[src/rtl/clock_core_ctrl.sv]
// Digital clock core: 100 Hz / 1 Hz prescaler, time of day, alarm registers,
// stopwatch and the alarm ring sequencer. Outputs are binary display fields.
module clock_core_ctrl #(
  parameter int CLK_FREQ     = 50_000_000,
  parameter int RING_SECS    = 30,
  parameter int ALARM_INIT_H = 7,
  parameter int ALARM_INIT_M = 0
) (
  input  logic       clk,
  input  logic       rst_n,
  input  logic [1:0] model,
  input  logic [1:0] adjust_shif,
  input  logic       key_up,
  input  logic       key_down,
  input  logic       pause,
  input  logic       clear,
  output logic [4:0] time_h,
  output logic [5:0] time_m,
  output logic [5:0] time_s,
  output logic [4:0] alarm_h,
  output logic [5:0] alarm_m,
  output logic       alarm_en,
  output logic [5:0] sw_m,
  output logic [5:0] sw_s,
  output logic [6:0] sw_cs,
  output logic       ring,
  output logic       tick_1s
);

  localparam int DIV = CLK_FREQ / 100;
  localparam int PW  = (DIV > 1) ? $clog2(DIV) : 1;
  localparam logic [PW-1:0] DIV_LAST  = PW'(DIV - 1);
  localparam logic [5:0]    RING_LAST = 6'(RING_SECS - 1);
  localparam logic [4:0]    AL_H_INIT = 5'(ALARM_INIT_H);
  localparam logic [5:0]    AL_M_INIT = 6'(ALARM_INIT_M);

  typedef enum logic [1:0] {
    MODE_CLOCK = 2'b00,
    MODE_ALARM = 2'b01,
    MODE_SW    = 2'b10,
    MODE_ADJ   = 2'b11
  } mode_e;

  mode_e         mode;
  logic [1:0]    fld;
  logic          step_up, step_dn, step_any, key_any;
  logic          tick_100, advance, alarm_hit;

  logic [PW-1:0] pre100_q, pre100_d;
  logic [6:0]    pre1s_q, pre1s_d;
  logic          tick_1s_q, tick_1s_d;
  logic [4:0]    time_h_q, time_h_d;
  logic [5:0]    time_m_q, time_m_d;
  logic [5:0]    time_s_q, time_s_d;
  logic [4:0]    alarm_h_q, alarm_h_d;
  logic [5:0]    alarm_m_q, alarm_m_d;
  logic          alarm_en_q, alarm_en_d;
  logic [5:0]    sw_m_q, sw_m_d;
  logic [5:0]    sw_s_q, sw_s_d;
  logic [6:0]    sw_cs_q, sw_cs_d;
  logic          ring_q, ring_d;
  logic [5:0]    ring_cnt_q, ring_cnt_d;

  // One step of a field that wraps between 0 and top in either direction.
  function automatic logic [5:0] wrap_step(input logic [5:0] v, input logic [5:0] top,
                                           input logic up);
    if (up) return (v == top) ? 6'd0 : v + 6'd1;
    return (v == 6'd0) ? top : v - 6'd1;
  endfunction

  assign mode     = mode_e'(model);
  assign fld      = (adjust_shif == 2'b11) ? 2'b00 : adjust_shif;
  assign key_any  = key_up | key_down;
  assign step_up  = key_up & ~key_down;
  assign step_dn  = key_down & ~key_up;
  assign step_any = step_up | step_dn;
  assign advance  = tick_1s_q && (mode != MODE_ADJ);

  always_comb begin
    pre100_d  = pre100_q;
    pre1s_d   = pre1s_q;
    tick_1s_d = 1'b0;
    tick_100  = 1'b0;
    if (mode == MODE_ADJ) begin
      pre100_d = '0;
      pre1s_d  = '0;
    end else begin
      tick_100 = (pre100_q == DIV_LAST);
      pre100_d = tick_100 ? '0 : pre100_q + PW'(1);
      if (tick_100) begin
        tick_1s_d = (pre1s_q == 7'd99);
        pre1s_d   = (pre1s_q == 7'd99) ? 7'd0 : pre1s_q + 7'd1;
      end
    end
  end

  always_comb begin
    time_h_d = time_h_q;
    time_m_d = time_m_q;
    time_s_d = time_s_q;
    if (advance) begin
      if (time_s_q != 6'd59) begin
        time_s_d = time_s_q + 6'd1;
      end else begin
        time_s_d = 6'd0;
        if (time_m_q != 6'd59) begin
          time_m_d = time_m_q + 6'd1;
        end else begin
          time_m_d = 6'd0;
          time_h_d = (time_h_q == 5'd23) ? 5'd0 : time_h_q + 5'd1;
        end
      end
    end else if (mode == MODE_ADJ && step_any) begin
      case (fld)
        2'b01:   time_m_d = wrap_step(time_m_q, 6'd59, step_up);
        2'b10:   time_h_d = 5'(wrap_step({1'b0, time_h_q}, 6'd23, step_up));
        default: time_s_d = wrap_step(time_s_q, 6'd59, step_up);
      endcase
    end
  end

  always_comb begin
    alarm_h_d  = alarm_h_q;
    alarm_m_d  = alarm_m_q;
    alarm_en_d = alarm_en_q;
    if (mode == MODE_ALARM && step_any) begin
      case (fld)
        2'b01:   alarm_m_d = wrap_step(alarm_m_q, 6'd59, step_up);
        2'b10:   alarm_h_d = 5'(wrap_step({1'b0, alarm_h_q}, 6'd23, step_up));
        default: alarm_en_d = step_up;
      endcase
    end
  end

  // Only a real seconds update can start the ring; manual adjust never does.
  assign alarm_hit = advance && (time_s_d == 6'd0) && alarm_en_q &&
                     (time_h_d == alarm_h_q) && (time_m_d == alarm_m_q);

  always_comb begin
    ring_d     = ring_q;
    ring_cnt_d = ring_cnt_q;
    if (ring_q) begin
      if (advance) ring_cnt_d = ring_cnt_q + 6'd1;
      if (key_any || !alarm_en_d || (advance && ring_cnt_q == RING_LAST)) ring_d = 1'b0;
    end else if (alarm_hit && !key_any) begin
      ring_d     = 1'b1;
      ring_cnt_d = 6'd0;
    end
  end

  always_comb begin
    sw_m_d  = sw_m_q;
    sw_s_d  = sw_s_q;
    sw_cs_d = sw_cs_q;
    if (clear) begin
      sw_m_d  = 6'd0;
      sw_s_d  = 6'd0;
      sw_cs_d = 7'd0;
    end else if (tick_100 && pause) begin
      if (sw_cs_q != 7'd99) begin
        sw_cs_d = sw_cs_q + 7'd1;
      end else begin
        sw_cs_d = 7'd0;
        if (sw_s_q != 6'd59) begin
          sw_s_d = sw_s_q + 6'd1;
        end else begin
          sw_s_d = 6'd0;
          sw_m_d = (sw_m_q == 6'd59) ? 6'd0 : sw_m_q + 6'd1;
        end
      end
    end
  end

  always_ff @(posedge clk or negedge rst_n) begin
    if (!rst_n) begin
      pre100_q   <= '0;
      pre1s_q    <= '0;
      tick_1s_q  <= 1'b0;
      time_h_q   <= '0;
      time_m_q   <= '0;
      time_s_q   <= '0;
      alarm_h_q  <= AL_H_INIT;
      alarm_m_q  <= AL_M_INIT;
      alarm_en_q <= 1'b0;
      sw_m_q     <= '0;
      sw_s_q     <= '0;
      sw_cs_q    <= '0;
      ring_q     <= 1'b0;
      ring_cnt_q <= '0;
    end else begin
      pre100_q   <= pre100_d;
      pre1s_q    <= pre1s_d;
      tick_1s_q  <= tick_1s_d;
      time_h_q   <= time_h_d;
      time_m_q   <= time_m_d;
      time_s_q   <= time_s_d;
      alarm_h_q  <= alarm_h_d;
      alarm_m_q  <= alarm_m_d;
      alarm_en_q <= alarm_en_d;
      sw_m_q     <= sw_m_d;
      sw_s_q     <= sw_s_d;
      sw_cs_q    <= sw_cs_d;
      ring_q     <= ring_d;
      ring_cnt_q <= ring_cnt_d;
    end
  end

  assign time_h   = time_h_q;
  assign time_m   = time_m_q;
  assign time_s   = time_s_q;
  assign alarm_h  = alarm_h_q;
  assign alarm_m  = alarm_m_q;
  assign alarm_en = alarm_en_q;
  assign sw_m     = sw_m_q;
  assign sw_s     = sw_s_q;
  assign sw_cs    = sw_cs_q;
  assign ring     = ring_q;
  assign tick_1s  = tick_1s_q;

endmodule

[config.mk]
export PLATFORM = sky130hd
export DESIGN_NAME = clock_core_ctrl
export DESIGN_NICKNAME = d
export VERILOG_FILES = /design/src/rtl/clock_core_ctrl.sv
export SDC_FILE = /design/constraint.sdc
export NUM_CORES = 1
export LEC_CHECK = 0
export CORE_MARGIN = 4
export CORE_UTILIZATION = 50
export DETAILED_ROUTE_END_ITERATION = 8
export PLACE_DENSITY = 0.75
export SLEW_MARGIN = 30
export SYNTH_ARGS = -nofsm -noshare
export SYNTH_HDL_FRONTEND = slang
export SYNTH_SLANG_ARGS = --single-unit
[constraint.sdc]
create_clock -name clk -period 2.73 [get_ports clk]
set_input_delay 0.546 -clock clk [delete_from_list [all_inputs] [get_ports clk]]
set_output_delay 0.546 -clock clk [all_outputs]
set_load 0.1 [all_outputs]
* Yosys cells after proc, flatten, opt, wreduce, memory -nomap -nowiden
Index checks and enable logic that the tools add are counted.
Operators by class: muxes and demuxes 76, $add $sub $neg 17, reductions and logical operators 29, bitwise operators 6, equality and inequality tests 24
Operator list (count):
- 2-to-1 mux 6 bit | 33
- 2-to-1 mux 5 bit | 14
- 2-to-1 mux 7 bit | 6
- 2-to-1 mux 19 bit | 2
- adder 6 x 1 -> 6 bit, second input constant | 6
- equality test 6 bit, second input constant | 4
- logical NOT 6 bit | 4
- 2-to-1 mux 1 bit | 20
- adder 19 x 1 -> 19 bit, second input constant | 1
- equality test 19 bit, second input constant | 1
- inequality test 6 bit, second input constant | 3
- subtractor 6 x 1 -> 6 bit, second input constant | 3
- adder 5 x 1 -> 5 bit, second input constant | 3
- adder 7 x 1 -> 7 bit, second input constant | 2
- equality test 5 bit, second input constant | 2
- logical AND 1 bit | 10
- logical NOT 5 bit | 2
- subtractor 5 x 1 -> 5 bit, second input constant | 2
- inequality test 2 bit, second input constant | 4
- AND reduction 2 bit | 4
- equality test 7 bit, second input constant | 1
- inequality test 7 bit, second input constant | 1
- equality test 2 bit, second input constant | 3
- equality test 6 x 5 -> 1 bit, second input constant | 1
- other kinds (12) | 20
Word-level totals: input bits 10, logic and storage cells 166, bits in registers 82, output and inout port bits 50

* Depth between registers and ports, before layout
depth in word-level cells 19, mapped depth 12, gate-level depth less buffers 10

* Least setup slack after synthesis
No wires, ideal clock.
kind register -> register, start register time_s_q[0], in the netlist time_s[0], end register ring_cnt_q[0], required time 2.595 ns, path buffers 0, period minus slack after synthesis 3.291 ns, arrival time 3.156 ns, path slack -0.561 ns, setup time 0.135 ns, cell stages (with the launch flop) 10, path through dfrtp_1 -> ha_1 -> and2_1 -> and2_1 -> a21oi_1 -> o32a_1 -> xor2_1 -> or3_4 -> nor4_4 -> o21ai_1
Between the ends: elaborated cells on any way between the ends 27, classes of those cells add/sub: 2; eq/ne: 4; mux: 12; reduce/logical: 9
RTL lines:
- start: declaration | RTL line 54 | logic [5:0] time_s_q, time_s_d;
- start signal: assignment | RTL line 196 | time_s_q <= time_s_d;
- inequality test 6 bit | RTL line 102 | if (time_s_q != 6'd59) begin
- 2-to-1 mux 6 bit | RTL line 102
- 2-to-1 mux 6 bit | RTL line 101 | if (advance) begin
- named net time_m_d[5] | RTL line 53 | logic [5:0] time_m_q, time_m_d;
- equality test 6 bit | RTL line 137 | (time_h_d == alarm_h_q) && (time_m_d == alarm_m_q);
- logical AND 1 bit | RTL line 137
- logical AND 1 bit | RTL line 145 | end else if (alarm_hit && !key_any) begin
- nonzero test 2 bit (no line)
- AND reduction 2 bit (no line)
- end signal: assignment | RTL line 204 | ring_cnt_q <= ring_cnt_d;
- end: declaration | RTL line 62 | logic [5:0] ring_cnt_q, ring_cnt_d;
The timed path passes the listed nets, and every way through them passes these cells. The select of a mux whose other input is x is not followed. A chain may end at the register's enable or synchronous reset.

* Final worst setup path
start register time_h_q[1], in the netlist time_h[1], end register ring_cnt_q[1]
Between the ends: cells in the longest elaborated chain, start to end 13, elaborated cells on any way between the ends 21, classes of those cells add/sub: 3; eq/ne: 2; mux: 10; reduce/logical: 6
RTL lines:
- start: declaration | RTL line 52 | logic [4:0] time_h_q, time_h_d;
- start signal: assignment | RTL line 194 | time_h_q <= time_h_d;
- equality test 5 bit | RTL line 67, 110
- 2-to-1 mux 5 bit | RTL line 67, 110
- 2-to-1 mux 5 bit | RTL line 67 | if (up) return (v == top) ? 6'd0 : v + 6'd1;
- 2-to-1 mux 5 bit | RTL line 68 | return (v == 6'd0) ? top : v - 6'd1;
- 2-to-1 mux 5 bit | RTL line 114 | case (fld)
- 2-to-1 mux 5 bit | RTL line 113 | end else if (mode == MODE_ADJ && step_any) begin
- 2-to-1 mux 5 bit (*) | RTL line 101
- named net time_h_d[0] | RTL line 52
- equality test 5 bit (*) | RTL line 137
- logical AND 1 bit (*) | RTL line 136 | assign alarm_hit = advance && (time_s_d == 6'd0) && alarm_en_q &&
- logical AND 1 bit (*) | RTL line 137
- logical AND 1 bit (*) | RTL line 145
- nonzero test 2 bit (no line) (*)
- AND reduction 2 bit (no line) (*)
Mark *: on every way through the listed nets, which the timed path passes. The rest lies on a longest branch. The select of a mux whose other input is x is not followed.

==> impl_metrics.toml <==
[setup_path]
worstSetupStartpointType = "register"
worstRegToRegCells = 11
path_delay_family = "compound AO/OA/AOI/OAI gates"
critPathBufInv = 2
cp.arrival_ps = 2900
crit_type = "reg2reg"
crit_path_cell_trace = "inv_4 -> ha_4 -> or3b_4 -> o21a_1 -> a211o_1 -> o311ai_4 -> xnor2_2 -> o2111ai_2 -> nor4_4 -> buf_6 -> o22ai_1"
cp_slowest_cell = "dfrtp_4"
crit_fanout = 7
cp_data_required_time_ps = 2950
end_kind = "register"
cp.depth = 11
slowest_delay_ps = 490

[status]
status = "completed"

[layout]
drive_gt1_share_pct = 28.6
nNetsFinal = 816
num_antenna_cells = 0
syn_to_final_growth_pct = 29.9
final_cells = 927

[floorplanning]
die_y_um = 114
die_area_um2 = 13100
initial_utilization_pct = 51.7
num_rows = 38
core_um2 = 10900
die_x_um = 114
io_pins = 60

[placed_design]
gp_congestion = 0.964
dpl.hpwl_um = 11400
dp_cells = 905
portBuffers = 59

[grt]
grt_start_max_net_pins = 43
antenna_found_initial = 0
grt_first_pass_wirelength_um = 25900
grt_pass1_vias = 5332
overflow = 0
track_usage_pct = 24.5

[yosys]
synthArstFlopShare_pct = 100
synth_fa_ha_area_share_pct = 5.32
netlist_area_um2 = 5650
seq_area_frac_synth_pct = 36.4
synth-simple-area-share_pct = 26.9
synth_warnings = 0
synth_compound_area_share_pct = 17.6
synth-edff-count = 0
ys.flop_type = "dfrtp_1"
synth_xor_area_share_pct = 6.91
synth_cells = 665
synth.distinct_cells = 74
ys_seq_elements = 82
synth_mux_area_share_pct = 2.13
avgSynthCellArea_um2 = 8.49
synth_top_family_by_area = "simple AND/OR/NAND/NOR gates"
syn-num-nets = 699

[clock_network]
clock_latency_ps = 350
clk_pin_slew_worst_paths_ps = 70
cts_made_buffers = 9
clock-sinks = 82
cts.path.max_buffers = 2
cts_tree = "yes"
cts-root-buf = "clkbuf_16"
htreeDepth = 3

[route]
avgRoutedWirePerCell_um = 16.7
route.detailed.drc = 0
ant_nets = 0
via_per_inst = 5.98
routed_wl_um = 15500
drtIter0Drc = 404
dr_total_vias = 5543
drtPass1Iterations = 5

[timing]
max_freq_mhz = 372
finalSetupTns_ps = 0
period_needed_ps = 2690
slew_headroom_pct = 61.7
final_max_slew_viol_count = 0
hold_violations = 0
rsz0062_at_grt = "true"
worst_pin_slew_ps = 567
finalSetupViolCount = 0
period_share_pct = 98.4
clock_skew_ps = 11.2

[power]
p_comb_share_pct = 49.7
power_leakage_nw = 3.11
clkPwrFrac_pct = 20.7
p_switching_w = 0.00303
netSwitchingFraction_pct = 47.7
intPower_w = 0.00333
seqPwrFrac_pct = 29.5
ir_drop_uv = 812
power.density_nw_per_um2 = 867

[hold_path]
hp-class = "in2async"

[job]
cap_violations = 0
==> final cells by class <==
type	count	area (µm²)
fillers	923	3600
multi-input cells	518	3490
flip-flops and latches	82	2110
repair buffers	143	1110
clock buffers	11	243
well taps	140	175
inverters	28	130
clock inverters	5	77.6
==> placed cells by master (no fill, tap or decap), drive strengths merged, types with 22 or more instances in the layout <==
cell	instances
dfrtp	79
o21ai	36
nand3	37
nand2	60
a21oi	33
nor2	70
buf	137
ha	24
xnor2	22
inv	27
nor3	29
==> sequential cells by signal, summed over array words and instances, names as in the netlist <==
name        count
ring_cnt_q      6
alarm_h         5
sw_s            6
time_h          5
time_s          6
sw_m            6
pre100_q       19
pre1s_q         7
alarm_m         6
tick_1s         1
time_m          6
alarm_en        1
sw_cs           7
ring            1
==> final timing paths <==
check,to,startpoint,slack (ps)
worst max-delay path,ring_cnt_q[1],time_h[1],40
worst min-delay path,time_h[0],rst_n,190
worst max register to register,ring_cnt_q[1],time_h[1],40
worst min register to register,pre100_q[0],pre100_q[0],490
max in group asynchronous,alarm_m[3],rst_n,1830
min in group clk,pre100_q[0],pre100_q[0],490
==> cells in the mapped netlist, types with 3 or more instances <==
cell type  count  area, µm²
dfrtp_1       79       1980
nor2_1        70        263
nand2_1       60        225
nand3_1       36        180
o21ai_0       34        170
a21oi_1       33        165
nor3_1        28        140
inv_1         27        101
clkbuf_1      25       93.8
ha_1          24        300
xnor2_1       22        193
xor2_1        20        175
nand4_1       13       81.3
and3_1        12       75.1
mux2i_1       12        120
nor2b_1       10       62.6
a211oi_1       8       60.1
o22ai_1        8       50.1
or2_2          8       50.1
nor3b_1        7       52.6
a31oi_1        6       37.5
buf_2          6       30.0
nand2b_1       6       37.5
nor4_1         6       37.5
nor4b_1        6       52.6
o2111ai_1      6       52.6
and2_1         5       31.3
nand4b_1       5       43.8
o211ai_1       5       37.5
o31ai_1        5       37.5
or3_1          5       31.3
a32oi_1        4       35.0
o221ai_1       4       35.0
a211o_1        3       26.3
buf_4          3       22.5
dfstp_2        3       78.8
nand3b_1       3       22.5
o21bai_1       3       22.5
==> power groups by stage <==
stage | logic [W] | registers, W | clock network [W]
4_1_cts | 0.00309 | 0.00186 | 0.00134
2_1_floorplan | 0.00131 | 0.00281 | 0
5_1_grt | 0.00337 | 0.00192 | 0.00140
3_3_place_gp | 0.00299 | 0.00185 | 0
3_5_place_dp | 0.00303 | 0.00187 | 0
6_report | 0.00316 | 0.00188 | 0.00132
==> metrics by stage <==
stage	instance area (µm²)	hold WS, ps	setup slack [ps]	total power (W)	util (%)
CTS	7250	208	13.0	0.00629	66.3
floorplan	5840	250	-5.05	0.00412	-
finish	7340	191	44.9	0.00636	67.1
global placement	6870	467	-767	0.00484	62.8
detailed placement	6870	485	-864	0.00490	62.8
global route	7340	225	-111	0.00668	67.1
==> metal layers <==
metal	wire (µm)	up-vias	share of wire (%)	GRT usage (%)
met2	7660	143	49	41.8
met5	0	-	0	0
li1	-	2646	-	-
met4	244	0	1.6	7.60
met1	6790	2731	44	31.9
met3	773	23	5.0	4.33
==> logic make-up (layout without fill, tap and decap cells) <==
logic type,after synthesis,after routing
AO/OA/AOI/OAI,147,147
AND/OR/NAND/NOR,292,292
buffers and inverters,65,187
XOR/XNOR,43,43
adder cells (fa/ha/maj),24,24
flip-flops,82,82
multiplexers,12,12
==> what timing repair did <==
item | 4_1_cts | 5_1_grt
pin swaps | 11 | 8
gates resized for setup | 20 | 24
buffers inserted | 4 | 3
hold buffers | 0 | 0
setup endpoints to repair | 7 | 7
(Power assumes the default switching activity.)
